$ cat src/rtl/md_issue_ctrl_if.sv
// Issue-side bundle between the E stage, the issue controller and the multiply/divide unit.
// The master drives requests and returns the unit's busy; the slave drives start/operands/stall.
interface md_issue_ctrl_if;
  logic        op_valid;
  logic [2:0]  op_code;
  logic [31:0] a;
  logic [31:0] b;
  logic        md_use;
  logic        flush;
  logic        md_busy;
  logic [2:0]  start;
  logic [31:0] p1;
  logic [31:0] p2;
  logic        stall;
  logic        done;
  logic        err;

  modport master (
    output op_valid, op_code, a, b, md_use, flush, md_busy,
    input  start, p1, p2, stall, done, err
  );

  modport slave (
    input  op_valid, op_code, a, b, md_use, flush, md_busy,
    output start, p1, p2, stall, done, err
  );
endinterface

$ cat src/rtl/md_issue_ctrl.sv
// Mult/div issue controller: registers operands, pulses start one cycle after accept, times the busy window.
// Requests and HI/LO users are stalled (not dropped) while an operation is outstanding; err is sticky.
module md_issue_ctrl #(
  parameter int unsigned MULT_LAT = 5,
  parameter int unsigned DIV_LAT  = 10
) (
  input  logic            clk,
  input  logic            rst_n,
  md_issue_ctrl_if.slave  bus
);

  typedef enum logic [1:0] {IDLE, ISSUE, WAIT} state_t;

  state_t      state_q, state_d;
  logic [3:0]  cnt_q, cnt_d;
  logic [2:0]  op_q, op_d;
  logic [31:0] p1_q, p1_d;
  logic [31:0] p2_q, p2_d;
  logic        armed_q, armed_d;
  logic        err_q, err_d;
  logic [2:0]  start_c;
  logic        done_c;
  logic        op_ok;
  logic        exp_busy;

  assign op_ok = bus.op_valid && (bus.op_code != 3'd0) && (bus.op_code <= 3'd4);

  always_ff @(posedge clk or negedge rst_n) begin
    if (!rst_n) begin
      state_q <= IDLE;
      cnt_q   <= 4'd0;
      op_q    <= 3'd0;
      p1_q    <= 32'd0;
      p2_q    <= 32'd0;
      armed_q <= 1'b0;
      err_q   <= 1'b0;
    end else begin
      state_q <= state_d;
      cnt_q   <= cnt_d;
      op_q    <= op_d;
      p1_q    <= p1_d;
      p2_q    <= p2_d;
      armed_q <= armed_d;
      err_q   <= err_d;
    end
  end

  always_comb begin
    state_d = state_q;
    cnt_d   = cnt_q;
    op_d    = op_q;
    p1_d    = p1_q;
    p2_d    = p2_q;
    armed_d = armed_q;
    start_c = 3'd0;
    done_c  = 1'b0;
    unique case (state_q)
      IDLE: begin
        if (op_ok && !bus.flush) begin
          op_d    = bus.op_code;
          p1_d    = bus.a;
          p2_d    = bus.b;
          state_d = ISSUE;
        end
      end
      ISSUE: begin
        // A flush here withdraws the request before the unit ever sees it.
        if (bus.flush) begin
          state_d = IDLE;
        end else begin
          start_c = op_q;
          cnt_d   = (op_q <= 3'd2) ? 4'(MULT_LAT) : 4'(DIV_LAT);
          armed_d = 1'b1;
          state_d = WAIT;
        end
      end
      WAIT: begin
        cnt_d = cnt_q - 4'd1;
        if (cnt_q <= 4'd1) begin
          done_c  = 1'b1;
          state_d = IDLE;
        end
      end
      default: state_d = IDLE;
    endcase
  end

  // The unit's busy is meaningless until it has been started at least once.
  assign exp_busy = (state_q == WAIT);
  assign err_d    = err_q | (armed_q && (bus.md_busy != exp_busy));

  assign bus.start = start_c;
  assign bus.p1    = p1_q;
  assign bus.p2    = p2_q;
  assign bus.stall = (state_q != IDLE) && (bus.md_use || bus.op_valid);
  assign bus.done  = done_c;
  assign bus.err   = err_q;

endmodule

$ cat src/flat_wrapper.sv
// flat-port wrapper written by rule: the top's interface ports become plain ports
module md_issue_ctrl_flat 
#(
  parameter int unsigned MULT_LAT = 5,
  parameter int unsigned DIV_LAT  = 10
)
  (clk, rst_n, bus_op_valid, bus_op_code, bus_a, bus_b, bus_md_use, bus_flush, bus_md_busy, bus_start, bus_p1, bus_p2, bus_stall, bus_done, bus_err);
  md_issue_ctrl_if bus_i ();
  input  logic clk;
  input  logic rst_n;
  input wire logic [$bits(bus_i.op_valid)-1:0] bus_op_valid;
  input wire logic [$bits(bus_i.op_code)-1:0] bus_op_code;
  input wire logic [$bits(bus_i.a)-1:0] bus_a;
  input wire logic [$bits(bus_i.b)-1:0] bus_b;
  input wire logic [$bits(bus_i.md_use)-1:0] bus_md_use;
  input wire logic [$bits(bus_i.flush)-1:0] bus_flush;
  input wire logic [$bits(bus_i.md_busy)-1:0] bus_md_busy;
  output wire logic [$bits(bus_i.start)-1:0] bus_start;
  output wire logic [$bits(bus_i.p1)-1:0] bus_p1;
  output wire logic [$bits(bus_i.p2)-1:0] bus_p2;
  output wire logic [$bits(bus_i.stall)-1:0] bus_stall;
  output wire logic [$bits(bus_i.done)-1:0] bus_done;
  output wire logic [$bits(bus_i.err)-1:0] bus_err;
  assign bus_i.op_valid = bus_op_valid;
  assign bus_i.op_code = bus_op_code;
  assign bus_i.a = bus_a;
  assign bus_i.b = bus_b;
  assign bus_i.md_use = bus_md_use;
  assign bus_i.flush = bus_flush;
  assign bus_i.md_busy = bus_md_busy;
  assign bus_start = bus_i.start;
  assign bus_p1 = bus_i.p1;
  assign bus_p2 = bus_i.p2;
  assign bus_stall = bus_i.stall;
  assign bus_done = bus_i.done;
  assign bus_err = bus_i.err;
  md_issue_ctrl #(.MULT_LAT(MULT_LAT), .DIV_LAT(DIV_LAT)) u_core (.clk(clk), .rst_n(rst_n), .bus(bus_i));
endmodule
$ cat config.mk
export PLATFORM = sky130hd
export DESIGN_NAME = md_issue_ctrl_flat
export DESIGN_NICKNAME = d
export VERILOG_FILES = /design/src/rtl/md_issue_ctrl_if.sv /design/src/rtl/md_issue_ctrl.sv /design/src/flat_wrapper.sv
export SDC_FILE = /design/constraint.sdc
export NUM_CORES = 1
export LEC_CHECK = 0
export CORE_MARGIN = 2
export CORE_UTILIZATION = 41
export CTS_BUF_LIST = sky130_fd_sc_hd__clkbuf_4 sky130_fd_sc_hd__clkbuf_8 sky130_fd_sc_hd__clkbuf_16
export DETAILED_ROUTE_END_ITERATION = 7
export GPL_TIMING_DRIVEN = 0
export PLACE_DENSITY = 0.82
export SLEW_MARGIN = 0
export SYNTH_ARGS = -nofsm -noshare
export SYNTH_HDL_FRONTEND = slang
export SYNTH_SLANG_ARGS = --single-unit
$ cat constraint.sdc
create_clock -name clk -period 2.7 [get_ports clk]
set_input_delay 0.81 -clock clk [delete_from_list [all_inputs] [get_ports clk]]
set_output_delay 0.81 -clock clk [all_outputs]
set_load 0.01 [all_outputs]
==> results of run 1 <==
-- final cells by class --
| class | instances | share of cell area |
|---|---|---|
| timing repair buffer | 145 | 0.298 |
| tap | 99 | 0.0254 |
| multi-input combinational | 114 | 0.222 |
| clock inverter | 6 | 0.0182 |
| inverter | 3 | 0.00231 |
| buffer | 10 | 0.0221 |
| sequential | 75 | 0.385 |
| clock buffer | 10 | 0.0270 |
-- worst paths after layout --
check,startpoint,end,slack [ps],cells past startpoint
max,bus_flush,bus_start[1],50,5
min,rst_n,u_core.bus.p1[24],340,1
max reg2reg,u_core.state_q[1],u_core.bus.p1[20],480,6
min reg2reg,u_core.bus.err,u_core.bus.err,470,1
max in group asynchronous,rst_n,u_core.bus.p1[3],1790,2
min in group clk,u_core.bus.err,u_core.bus.err,470,1
-- metal layers --
| layer | vias to the layer above | GRT usage |
|---|---|---|
| li1 | 1028 | - |
| met1 | 1076 | 0.215 |
| met2 | 93 | 0.301 |
| met3 | 6 | 0.0501 |
| met4 | 0 | 0.0679 |
| met5 | - | 0 |
-- critical path, delay by kind of cell --
family,cells,cell delay (ps)
buf+inv,3,710
simple gates,2,320
-- power groups by stage --
stage,Combinational [mW],Clock (mW),Sequential (mW)
final,1.95,0.941,1.88
after global routing,2.09,1.01,1.95
after CTS,1.98,0.965,1.89
after detailed placement,1.97,0,1.90
after global placement,1.92,0,1.87
after floorplan,0.549,0,2.09
-- cells by family (layout without fill, tap and decap cells) --
family,Yosys count,count (layout),synth area share
and+or+nand+nor,24,24,0.0490
AOI/OAI and AO/OA,19,19,0.0424
buffers and inverters,13,174,0.0388
DFF,75,75,0.612
xor gates and xnor gates,4,4,0.0114
adders and majority gates,2,2,0.00816
muxes,65,65,0.238
-- what timing repair did --
action	4_1_cts	5_1_grt
gates resized for setup	8	0
buffers inserted	2	1
pin swaps	1	1
endpoints found under the setup margin	5	1
-- synthesized netlist by cell type (2+ instances only) --
library cell	count
a22o_1	2
nor3_1	3
a21oi_1	4
buf_8	5
buf_2	2
o31ai_1	2
and2_1	3
nand2_1	3
o21ai_0	3
nor2_1	2
nand2b_1	4
o21bai_1	2
inv_1	3
xor2_1	2
dfrtp_1	75
mux2_1	64
xnor2_1	2
ha_1	2
-- registers in the layout, summed over array words and instances (netlist names) --
name            count
u_core.bus.p2      32
u_core.state_q      2
u_core.armed_q      1
u_core.bus.err      1
u_core.bus.p1      32
u_core.op_q         3
u_core.cnt_q        4
-- through the flow --
step / setup WS [ps] / utilization / hold slack (ps)
6_report: 49.7 / 0.672 / 340
5_1_grt: -18.3 / 0.672 / 337
4_1_cts: 32.5 / 0.671 / 325
3_5_place_dp: -632 / 0.638 / 450
3_3_place_gp: -1750 / 0.634 / 446
2_1_floorplan: 409 / - / 435
==> run summary, run 1 <==
Status -> complete, no violations
WS Path Type -> primary input to primary output
Net Sw Frac -> 0.295
Crit-path max cell delay -> 300 ps
Met3 WL -> 458 um
Worst hold path class -> primary input to async pin
Vias in the first global route -> 2401
Avg WL per Cell -> 15.1 um
Clock share of power -> 0.197
I/O pin cnt -> 143
Syn-to-layout area delta -> 58.9%
Leakage -> 2.04 nW
Post-Place Cells -> 443
Chip height -> 90.5 um
Via count -> 2203
Global-route usage over all layers -> 0.178
Chain of cells forming the critical path -> dlygate4sd2_1 > nor3b_4 > buf_4 > and2_1 > dlygate4sd2_1
Minimum clock period -> 2650 ps
Setup crit end kind -> primary output
Most common cell after layout, fill and taps aside -> clkdlybuf4s50_1
Worst-path fanout max -> 5
Vias per inst -> 4.77
Core area -> 0.00725 mm^2
Post-route cell area -> 0.00487 mm^2
Post-Syn Area -> 0.00307 mm^2
Slew Viols, Final -> 0
Gr ovfl total -> 0
Clk_skew -> 11.0 ps
Top cell type's share of synthesized area -> 0.612
Synth cell types -> 37
First-pass GRT wire length -> 11.5 mm
Register area -> 0.00188 mm^2
Largest net degree at the start of global routing -> 60
Fill cells -> 557
Met2 Wirelength -> 3.49 mm
Clock Sink Count -> 75
Detail Route Antenna Nets -> 0
Synth warn -> 0
Combinational power share -> 0.409
Switching pwr -> 1.41 mW
Met1 WL -> 2.96 mm
Cts bufs inserted -> 9
Routed WL -> 6.98 mm
Required @ worst endpoint -> 1890 ps
Initial antenna violation count -> 0
Slowest cell on crit path -> dlygate4sd2_1
Worst-case vdd ir drop -> 0.000518 V
Post-Syn Area per Cell -> 15.2 um^2
Initial Util -> 0.423
Max layer used -> met4
Slew margin rel. -> 0.617
Primary FF master, synth -> dfrtp_1
Async SR Flop Fraction -> 1.00
Placer Congestion -> 0.740
Most frequent CP cell -> dlygate4sd2_1
# setup viols final -> 0
Port Buf Inserts -> 141
Fin nets -> 433
Seq/Total Area, Yosys -> 0.612
Row cnt -> 31
Die W -> 90.5 um
Multi-input gate area -> 0.00108 mm^2
Post-Place Cell Area -> 0.00463 mm^2
Htree depth -> 3
Final std cells w/o fill -> 462
EDFF count, synth -> 0
Hold Fails Final Rpt -> 0
Maximum root-to-sink buffer count -> 2
CP Launch Type -> primary input
Power Total -> 4.77 mW
1st-iter DRT viols -> 57
Int Pwr -> 3.36 mW
Fmax achieved -> 377 MHz
Hold buffers post-CTS -> 0
Worst EP arrival -> 1840 ps
Top cells by area, synth -> dfrtp_1 61%, mux2_1 24%, buf_8 2.4%, ha_1 0.82%, nand2b_1 0.82%
Register share of total power -> 0.394
Mapped Cells -> 202
Clock Pin Slew Worst Setup and Hold Paths -> 80 ps
Leading area contributor after synthesis -> dfrtp_1
Power Density -> 979 mW/mm^2
DP HPWL -> 5.26 mm
Total negative slack -> 0 ps
Layout cell share with drive strength beyond 1 -> 0.0937
Max_cap viols -> 0
Pre-Repair DR Iteration Count -> 4
Die area -> 0.00819 mm^2
Root buffer cell -> clkbuf_8
CTS tree -> yes
DR DRC count -> 0
Most frequent cells in the layout -> 134 x clkdlybuf4s50_1, 75 x dfrtp_1, 64 x mux2_1, 9 x clkbuf_8, 6 x dlygate4sd2_1
Worst-Skew Late Latency -> 330 ps
Syn Nets -> 277
# diodes -> 0
Final Cycle Share -> 0.982
Yosys reg bits -> 75
Slew @ Worst Pin -> 566 ps
Note: power is estimated with default switching activity, not from simulation.
==> inputs of run 2 (changes only) <==
--- a/config.mk
+++ b/config.mk
@@ -9,7 +9,6 @@
 export CORE_UTILIZATION = 41
 export CTS_BUF_LIST = sky130_fd_sc_hd__clkbuf_4 sky130_fd_sc_hd__clkbuf_8 sky130_fd_sc_hd__clkbuf_16
 export DETAILED_ROUTE_END_ITERATION = 7
-export GPL_TIMING_DRIVEN = 0
 export PLACE_DENSITY = 0.82
 export SLEW_MARGIN = 0
 export SYNTH_ARGS = -nofsm -noshare
==> run summary, run 2 (synthesis gave the netlist of run 1 again) <==
Slowest cell on crit path -> dlygate4sd2_1
Worst-path fanout max -> 2 (-3)
Cts bufs inserted -> 9 (unchanged)
Slew @ Worst Pin -> 537 ps (-29.2 ps)
RSZ-0062 raised after global routing -> no
Delay-heaviest family, CP -> buffers and inverters
Clock share of power -> 0.206 (+0.009)
Post-Place Cells -> 440 (-0.68%)
Core area -> 0.00725 mm^2 (unchanged)
Gr ovfl total -> 0 (unchanged)
Worst R2R End -> u_core.bus.p1[21]
Register area -> 0.00188 mm^2 (about the same)
# diodes -> 0 (unchanged)
Vias in the first global route -> 2312 (-3.7%)
Most frequent cells in the layout -> 135 x clkdlybuf4s50_1, 74 x dfrtp_1, 64 x mux2_1, 10 x buf_4, 9 x clkbuf_8
Avg WL per Cell -> 15.2 um (+0.31%)
Combinational power share -> 0.397 (-0.012)
Root buffer cell -> clkbuf_8
Clk_skew -> 5.39 ps (-5.63 ps)
R2R cell count -> 4 (-2)
Die W -> 90.5 um (unchanged)
Placer Congestion -> 0.696 (-5.9%)
Pre-Repair DR Iteration Count -> 4 (unchanged)
DR DRC count -> 0 (unchanged)
Clock Pin Slew Worst Setup and Hold Paths -> 80 ps (about the same)
Slew margin rel. -> 0.637 (+0.0197)
Reg-to-reg critical path startpoint -> u_core.state_q[1]
Fill cells -> 575 (+3.2%)
1st-iter DRT viols -> 72 (+26%)
Htree depth -> 3 (unchanged)
Port Buf Inserts -> 142 (+0.71%)
Crit-path max cell delay -> 250 ps (-50 ps)
Routed WL -> 6.94 mm (-0.56%)
Status -> complete, no violations
DP HPWL -> 5.18 mm (-1.4%)
I/O pin cnt -> 143 (unchanged)
Hold buffers post-CTS -> 0 (unchanged)
Leakage -> 2.02 nW (-0.94%)
Largest net degree at the start of global routing -> 51 (-15%)
Final std cells w/o fill -> 458 (-0.87%)
Switching pwr -> 1.39 mW (-0.98%)
Detail Route Antenna Nets -> 0 (unchanged)
Fmax achieved -> 388 MHz (+2.8%)
Via count -> 2206 (+0.14%)
Required @ worst endpoint -> 1890 ps (about the same)
Initial antenna violation count -> 0 (unchanged)
Worst EP arrival -> 1770 ps (-70 ps)
Hold Fails Final Rpt -> 0 (unchanged)
Global-route usage over all layers -> 0.178 (+0.000264)
Chain of cells forming the critical path -> dlygate4sd2_1 > nor3b_2 > buf_4 > buf_4 > and2_1 > buf_2
First-pass GRT wire length -> 11.6 mm (+0.90%)
Slew Viols, Final -> 0 (unchanged)
CTS tree -> yes
Syn-to-layout area delta -> 57.8%
Worst-Skew Late Latency -> 330 ps (about the same)
# setup viols final -> 0 (unchanged)
Int Pwr -> 3.42 mW (+1.7%)
Setup crit end kind -> primary output
Initial Util -> 0.423 (unchanged)
Worst hold path class -> primary input to async pin
Maximum root-to-sink buffer count -> 2 (unchanged)
Worst path buffer plus inverter count -> 4 (+1)
R2R Setup Slk -> 530 ps (+50 ps)
Row cnt -> 31 (unchanged)
Chip height -> 90.5 um (unchanged)
Net Sw Frac -> 0.289 (-0.00561)
WHS -> 430 ps (+90.6 ps)
Most frequent CP cell -> buf_4
Max_cap viols -> 0 (unchanged)
Final Cycle Share -> 0.955 (-0.0264)
Fin nets -> 431 (-0.46%)
Crit path depth -> 6 (+1)
Worst-case vdd ir drop -> 0.000702 V (+36%)
Power Density -> 995 mW/mm^2 (+1.6%)
Minimum clock period -> 2580 ps (-71.3 ps)
Multi-input gate area -> 0.00109 mm^2 (+0.81%)
Final WS setup -> 121 ps (+71.3 ps)
Most common cell after layout, fill and taps aside -> clkdlybuf4s50_1
Die area -> 0.00819 mm^2 (unchanged)
Layout cell share with drive strength beyond 1 -> 0.100 (+0.00661)
WS Path Type -> primary input to primary output
Vias per inst -> 4.82 (+1.0%)
CP Launch Type -> primary input
Clock Sink Count -> 75 (unchanged)
Register share of total power -> 0.397 (+0.003)
Setup WS pre-CTS -> -420 ps (+211 ps)
run 2: cell type report:
cell class | instances | area share
inverter | 3 | 0.00233
clock inverter | 5 | 0.0215
sequential | 75 | 0.388
tap | 99 | 0.0256
timing repair buffer | 153 | 0.312
clock buffer | 9 | 0.0256
multi-input combinational | 114 | 0.225
run 2: timing repair:
action	in CTS	in global routing
resized for setup	19	0
setup buffers	4	0
setup endpoints to repair	5	0
run 2: metrics by stage:
stage | total power, mW | utilization | TNS, ps | area, um^2
3_5_place_dp | 3.86 | 0.632 | -16640 | 4590
5_1_grt | 5.09 | 0.667 | 0 | 4840
4_1_cts | 4.88 | 0.667 | 0 | 4840
2_1_floorplan | 2.64 | - | 0 | 3070
6_report | 4.82 | 0.667 | 0 | 4840
3_3_place_gp | 3.78 | 0.632 | -15510 | 4590
run 2: worst max path at each step:
| stage | start | endpoint | slack [ps] |
|---|---|---|---|
| floorplan | bus_flush | u_core.bus.p1[11] | 410 |
| global placement | bus_flush | bus_start[2] | -370 |
| detailed placement | bus_flush | bus_start[0] | -420 |
| CTS | bus_flush | bus_start[0] | 170 |
| global route | bus_flush | bus_start[0] | 40 |
| finish | bus_flush | bus_start[0] | 120 |
run 2: power groups by stage:
stage	combinational (mW)	sequential [mW]	clock (mW)
2_1_floorplan	0.549	2.09	0
3_3_place_gp	1.89	1.89	0
3_5_place_dp	1.94	1.93	0
4_1_cts	1.95	1.92	1.02
5_1_grt	2.04	1.98	1.07
6_report	1.91	1.91	0.992
run 2: layer usage:
layer / track usage / vias to the layer above / wire length [um]
met4: 0.0705 / 0 / 147
met3: 0.0601 / 15 / 502
met2: 0.277 / 100 / 3240
met5: 0 / - / 0
li1: - / 1018 / -
met1: 0.230 / 1073 / 3060
